### config.mk
export PLATFORM = sky130hd
export DESIGN_NAME = hazard_control_unit
export DESIGN_NICKNAME = d
export VERILOG_FILES = /design/src/rtl/hazard_control_unit.sv
export SDC_FILE = /design/constraint.sdc
export NUM_CORES = 1
export LEC_CHECK = 0
export CAP_MARGIN = 20
export CORE_MARGIN = 3
export CORE_UTILIZATION = 40
export DETAILED_ROUTE_END_ITERATION = 16
export PLACE_DENSITY = 0.69
export REMOVE_ABC_BUFFERS = 1
export SLEW_MARGIN = 10
export SYNTH_ARGS = -nofsm -noshare
export SYNTH_HDL_FRONTEND = slang
export SYNTH_SLANG_ARGS = --single-unit
### constraint.sdc
create_clock -name clk -period 2.47 [get_ports clk]
set_input_delay 0.494 -clock clk [delete_from_list [all_inputs] [get_ports clk]]
set_output_delay 0.494 -clock clk [all_outputs]
set_load 0.05 [all_outputs]
### src/rtl/hazard_control_unit.sv
// -----------------------------------------------------------------------------
// hazard_control_unit
//
// Pipeline hazard controller for a five-stage in-order core. It resolves three
// kinds of hazard, in this priority order:
//   1. data-memory wait (mem_req && !mem_ready): the whole front of the pipe is
//      frozen until the MEM-stage access completes,
//   2. branch/jump mispredict resolved in EX: the wrong-path IF/ID and ID/EX
//      contents are squashed for two cycles (the cycle the mispredict is seen and
//      the REDIRECT cycle that follows it),
//   3. load-use: the ID instruction is held for one cycle and a bubble is
//      injected into ID/EX.
// Control outputs are combinational from the current state and inputs. State,
// performance counters and the sticky timeout flag are registered.
//
// Ports
//   clk, rst                     clock, asynchronous active-high reset
//   id_rs1, id_rs2               ID-stage source registers
//   id_uses_rs1, id_uses_rs2     ID instruction really reads that source
//   ex_wb_load, ex_wb_rd         EX instruction is a load / its destination
//   ex_forward_pipeline_flush    EX holds a flush bubble
//   ex_mispredict                EX branch outcome disagrees with prediction
//   mem_req, mem_ready           MEM access outstanding / memory acknowledge
//   pc_en, if_id_en, if_id_flush PC and IF/ID controls
//   id_ex_en, id_ex_flush        ID/EX controls
//   ex_mem_en                    EX/MEM enable
//   stall_count, flush_count     saturating 16-bit performance counters
//   mem_timeout_err              sticky: 255 consecutive MEM_WAIT cycles seen
//   state                        current FSM state (debug)
// -----------------------------------------------------------------------------
module hazard_control_unit (
    input  logic        clk,
    input  logic        rst,
    input  logic [4:0]  id_rs1,
    input  logic [4:0]  id_rs2,
    input  logic        id_uses_rs1,
    input  logic        id_uses_rs2,
    input  logic        ex_wb_load,
    input  logic [4:0]  ex_wb_rd,
    input  logic        ex_forward_pipeline_flush,
    input  logic        ex_mispredict,
    input  logic        mem_req,
    input  logic        mem_ready,
    output logic        pc_en,
    output logic        if_id_en,
    output logic        if_id_flush,
    output logic        id_ex_en,
    output logic        id_ex_flush,
    output logic        ex_mem_en,
    output logic [15:0] stall_count,
    output logic [15:0] flush_count,
    output logic        mem_timeout_err,
    output logic [1:0]  state
);

    localparam logic [1:0] ST_RUN      = 2'd0;
    localparam logic [1:0] ST_MEM_WAIT = 2'd1;
    localparam logic [1:0] ST_REDIRECT = 2'd2;

    // Saturating increment helpers for the counters.
    function automatic logic [15:0] sat_inc16(input logic [15:0] v);
        if (v == 16'hFFFF) begin
            sat_inc16 = v;
        end else begin
            sat_inc16 = v + 16'd1;
        end
    endfunction

    function automatic logic [7:0] sat_inc8(input logic [7:0] v);
        if (v == 8'hFF) begin
            sat_inc8 = v;
        end else begin
            sat_inc8 = v + 8'd1;
        end
    endfunction

    logic [1:0]  state_q, state_d;
    logic [7:0]  wait_cnt_q, wait_cnt_d;
    logic        err_q, err_d;
    logic [15:0] stall_cnt_q, stall_cnt_d;
    logic [15:0] flush_cnt_q, flush_cnt_d;

    logic mem_stall_s;
    logic load_use_s;
    logic mispredict_s;
    logic act_mispredict_s;
    logic act_load_use_s;

    assign mem_stall_s  = mem_req && !mem_ready;
    assign load_use_s   = ex_wb_load && (ex_wb_rd != 5'd0) &&
                          ((id_uses_rs1 && (id_rs1 == ex_wb_rd)) ||
                           (id_uses_rs2 && (id_rs2 == ex_wb_rd)));
    // A bubble in EX carries no real branch outcome, so it never redirects.
    assign mispredict_s = ex_mispredict && !ex_forward_pipeline_flush;

    // Decide which lower-priority event is actually acted on this cycle.
    // REDIRECT ignores both: the EX/ID contents are already being squashed.
    always_comb begin
        act_mispredict_s = 1'b0;
        act_load_use_s   = 1'b0;
        if (mem_stall_s) begin
            act_mispredict_s = 1'b0;
            act_load_use_s   = 1'b0;
        end else if ((state_q == ST_RUN) || (state_q == ST_MEM_WAIT)) begin
            if (mispredict_s) begin
                act_mispredict_s = 1'b1;
            end else if (load_use_s) begin
                act_load_use_s = 1'b1;
            end else begin
                act_mispredict_s = 1'b0;
                act_load_use_s   = 1'b0;
            end
        end else begin
            act_mispredict_s = 1'b0;
            act_load_use_s   = 1'b0;
        end
    end

    // State, counter and sticky-flag registers.
    always_ff @(posedge clk or posedge rst) begin
        if (rst) begin
            state_q     <= ST_RUN;
            wait_cnt_q  <= 8'd0;
            err_q       <= 1'b0;
            stall_cnt_q <= 16'd0;
            flush_cnt_q <= 16'd0;
        end else begin
            state_q     <= state_d;
            wait_cnt_q  <= wait_cnt_d;
            err_q       <= err_d;
            stall_cnt_q <= stall_cnt_d;
            flush_cnt_q <= flush_cnt_d;
        end
    end

    // Next-state logic.
    always_comb begin
        state_d = ST_RUN;
        case (state_q)
            ST_RUN, ST_MEM_WAIT: begin
                if (mem_stall_s) begin
                    state_d = ST_MEM_WAIT;
                end else if (act_mispredict_s) begin
                    state_d = ST_REDIRECT;
                end else begin
                    state_d = ST_RUN;
                end
            end
            ST_REDIRECT: begin
                if (mem_stall_s) begin
                    state_d = ST_MEM_WAIT;
                end else begin
                    state_d = ST_RUN;
                end
            end
            // Unused encoding recovers to RUN unconditionally.
            default: state_d = ST_RUN;
        endcase
    end

    // Counter and timeout next values.
    always_comb begin
        stall_cnt_d = stall_cnt_q;
        flush_cnt_d = flush_cnt_q;
        if (mem_stall_s || act_load_use_s) begin
            stall_cnt_d = sat_inc16(stall_cnt_q);
        end else begin
            stall_cnt_d = stall_cnt_q;
        end
        if (act_mispredict_s) begin
            flush_cnt_d = sat_inc16(flush_cnt_q);
        end else begin
            flush_cnt_d = flush_cnt_q;
        end
        // Wait counter holds the number of consecutive MEM_WAIT cycles,
        // including the one being entered, and clears on leaving.
        if (state_d == ST_MEM_WAIT) begin
            wait_cnt_d = sat_inc8(wait_cnt_q);
        end else begin
            wait_cnt_d = 8'd0;
        end
        err_d = err_q || (wait_cnt_d == 8'hFF);
    end

    // Control outputs from current state and inputs.
    always_comb begin
        pc_en       = 1'b1;
        if_id_en    = 1'b1;
        if_id_flush = 1'b0;
        id_ex_en    = 1'b1;
        id_ex_flush = 1'b0;
        ex_mem_en   = 1'b1;
        if (rst) begin
            // Present the idle RUN pattern while held in reset.
            pc_en       = 1'b1;
            if_id_en    = 1'b1;
            if_id_flush = 1'b0;
            id_ex_en    = 1'b1;
            id_ex_flush = 1'b0;
            ex_mem_en   = 1'b1;
        end else if (mem_stall_s) begin
            pc_en       = 1'b0;
            if_id_en    = 1'b0;
            if_id_flush = 1'b0;
            id_ex_en    = 1'b0;
            id_ex_flush = 1'b0;
            ex_mem_en   = 1'b0;
        end else begin
            case (state_q)
                ST_RUN, ST_MEM_WAIT: begin
                    if (act_mispredict_s) begin
                        if_id_flush = 1'b1;
                        id_ex_flush = 1'b1;
                    end else if (act_load_use_s) begin
                        // Hold PC and ID, inject one bubble into EX.
                        pc_en       = 1'b0;
                        if_id_en    = 1'b0;
                        id_ex_flush = 1'b1;
                    end else begin
                        if_id_flush = 1'b0;
                        id_ex_flush = 1'b0;
                    end
                end
                ST_REDIRECT: begin
                    // Squash the wrong-path fetch issued during the redirect.
                    if_id_flush = 1'b1;
                    id_ex_flush = 1'b1;
                end
                default: begin
                    if_id_flush = 1'b0;
                    id_ex_flush = 1'b0;
                end
            endcase
        end
    end

    assign stall_count     = stall_cnt_q;
    assign flush_count     = flush_cnt_q;
    assign mem_timeout_err = err_q;
    assign state           = state_q;

endmodule

==> flow_metrics.py <==
metrics = {
    "synthesis": {
        "yosys_warnings": 0,
        "synth_area_sq_mm": 0.00228,
        "synth_ff_type": "dfrtp_1",
        "seq_area_frac_synth": 0.471,
        "yosys.area.top_type_share": 0.471,
        "ys_ff_latch": 43,
        "syn-mean-instance-area_sq_um": 10.2,
        "synth-edff-count": 0,
        "synthTopCellsByArea": "dfrtp_1 (47%), xnor2_1 (12%), nand2_1 (3.9%)",
        "synth.largest_area_cell": "dfrtp_1",
        "synth_cell_types": 44,
        "async_flop_share": 1.00,
        "syn_inst": 224,
    },
    "run": {
        "max-cap-violations": 0,
    },
    "cells_and_area": {
        "stdcell_count": 368,
        "mostFrequentLayoutCells": "clkdlybuf4s50_1 (46), dfrtp_1 (43), xnor2_1 (31)",
        "final-seq-area_sq_mm": 0.00108,
        "multiInputGateArea_sq_mm": 0.00116,
        "layout_commonest_cell": "clkdlybuf4s50_1",
        "antenna_cells": 0,
        "syn_to_final_growth_pct": 41.9,
        "final_layout_size_suffix_gt1_frac": 0.128,
        "layout.nets": 324,
        "nFillCells": 460,
        "final_util": 0.611,
    },
    "setup_path": {
        "cp_data_arrival_time_ns": 1.95,
        "cp.depth": 4,
        "worst_ep_required_time_ns": 1.98,
        "crit_buf_inv": 2,
        "path_max_fanout": 2,
        "max_stage_delay_ns": 0.47,
        "cp_slowest_cell": "clkdlybuf4s50_1",
        "startpoint_type": "primary input",
        "cp_cell_sequence": "clkdlybuf4s50_1, or3b_1, a211oi_1, buf_12",
        "end_kind": "output pin",
        "critPathKind": "in -> out",
        "reg2reg_depth": 7,
        "crit_family": "buffers and inverters",
    },
    "power": {
        "leakagePower_nw": 1.43,
        "p_total_w": 0.00219,
        "max-vdd-ir-drop_uv": 575,
        "pwr_density_cell_mw_per_mm2": 675,
    },
    "detailed_routing": {
        "wl_per_cell_um": 14.4,
        "dr.pass1.iters": 4,
        "drt_wl_total_um": 5300,
        "drtAntennaViolNets": 0,
        "drt_iter0_drc": 103,
        "vias": 1934,
        "drt-vias-per-instance": 5.26,
        "drc": 0,
    },
    "sta": {
        "setup_violations": 0,
        "clock.fmax_ghz": 0.409,
        "finClkSkew_ns": 0.00866,
        "finalMaxSlewViolations": 0,
        "period_share": 0.989,
        "holdWs_ns": 0.479,
        "worst_pin_slew_ns": 0.528,
        "rsz0062_at_grt": "false",
        "fin_crit_ns": 2.44,
        "relSlewSlack": 0.647,
        "setup_tns_ns": 0,
        "hold_viol": 0,
    },
    "clock_tree": {
        "htreeDepth": 2,
        "clock_latency_ns": 0.28,
        "cts_made_buffers": 5,
        "clock_sink_count": 43,
        "tritoncts": "yes",
        "cts.clk_slew.worst_paths_ns": 0.07,
        "root_buffer": "clkbuf_8",
        "clockBufferDepth": 2,
    },
    "die": {
        "initial_utilization": 0.431,
        "coreArea_sq_mm": 0.00530,
        "die_w_um": 81.6,
        "fp-row-count": 26,
        "io_pins": 65,
        "die_area_sq_mm": 0.00665,
        "die_h_um": 81.6,
    },
    "placed_design": {
        "dp.cells": 359,
        "place.gp.congestion": 0.751,
        "port_buffers": 64,
        "dp_hpwl_um": 4120,
    },
    "global_route": {
        "grt_pass1_vias": 1850,
        "top_usage_layer": "met2",
        "overflow": 0,
        "grtUsageMet2": 0.263,
        "antenna_found_initial": 0,
        "use_met3": 0.0373,
        "grt_first_pass_wirelength_um": 8650,
        "grtUsageMet1": 0.235,
        "gr-usage-all-layers": 0.167,
        "grt_max_degree": 18,
    },
    "hold_path": {
        "worstHoldPathType": "reg -> reg",
        "hold_depth": 1,
    },
    "run_status": {
        "outcome": "finished clean",
    },
}
## state kept, by name, indices dropped and copies added, names as in the netlist
signal,count
flush_count,16
mem_timeout_err,1
stall_count,16
state,2
wait_cnt_q,8
## worst reg2reg max path, stage by stage (launching register included)
cell and delay, ns:
dfrtp_1 0.44, ha_1 0.26, nand4_1 0.17, or4_4 0.53, nand4_2 0.12, o21ai_2 0.07, buf_12 0.15, mux2_2 0.27
## layer usage
layer  up-vias  wire length [um]
met5         -                 0
met4         0                51
met1       931              2510
li1        942                 -
met3         5               332
met2        56              2410
## power breakdown
part / internal (W) / total (W) / switching [W]
registers: 0.000789 / 0.000910 / 0.000122
logic: 0.000295 / 0.000787 / 0.000492
clock network: 0.000254 / 0.000490 / 0.000235
## per-stage QoR
stage / worst slack, ns / cell area (sq um)
2_1_floorplan: -0.421 / 2230
3_3_place_gp: -0.111 / 3090
3_5_place_dp: -0.135 / 3090
4_1_cts: 0.00212 / 3210
5_1_grt: 0.000172 / 3240
6_report: 0.0263 / 3240
## logic make-up after synthesis
| logic type | Yosys count | synth area share |
|---|---|---|
| xor gates and xnor gates | 38 | 0.146 |
| adders and majority gates | 3 | 0.0164 |
| DFF | 43 | 0.471 |
| buffers and inverters | 13 | 0.0318 |
| AOI/OAI and AO/OA | 30 | 0.0915 |
| muxes | 5 | 0.0236 |
| and+or+nand+nor | 92 | 0.220 |
## layout make-up
type / instances / area share
Clock buffer: 7 / 0.0297
Sequential cell: 43 / 0.332
Multi-Input combinational cell: 168 / 0.358
Inverter: 5 / 0.00579
Tap cell: 70 / 0.0270
Timing Repair Buffer: 74 / 0.245
Clock inverter: 1 / 0.00232
## synth_stat cells (3+ instances only)
library cell and number:
dfrtp_1 43, and3_1 11, buf_4 4, nand4_1 13, nor2_1 8, xor2_1 6, nand3_1 17, inv_1 5
and4_1 4, o21ai_0 6, a21oi_1 6, a31oi_1 5, mux2_2 3, nand2_1 24, ha_1 3, xnor2_1 32
and2_1 3
## repair_timing
item / 4_1_cts / 5_1_grt
resized for setup: 9 / 9
hold buffers: 0 / 0
pin swaps: 2 / 11
setup buffers: 0 / 1
setup endpoints to repair: 3 / 3
## final timing paths
check	startpoint	to	slack (ns)
worst max register to register	stall_count[0]	stall_count[1]	0.36
min in group asynchronous	rst	stall_count[15]	0.61
worst min-delay path	mem_timeout_err	mem_timeout_err	0.48
worst max-delay path	ex_mispredict	if_id_flush	0.03
max in group asynchronous	rst	flush_count[4]	1.62
worst min register to register	mem_timeout_err	mem_timeout_err	0.48
(Power assumes the default switching activity.)
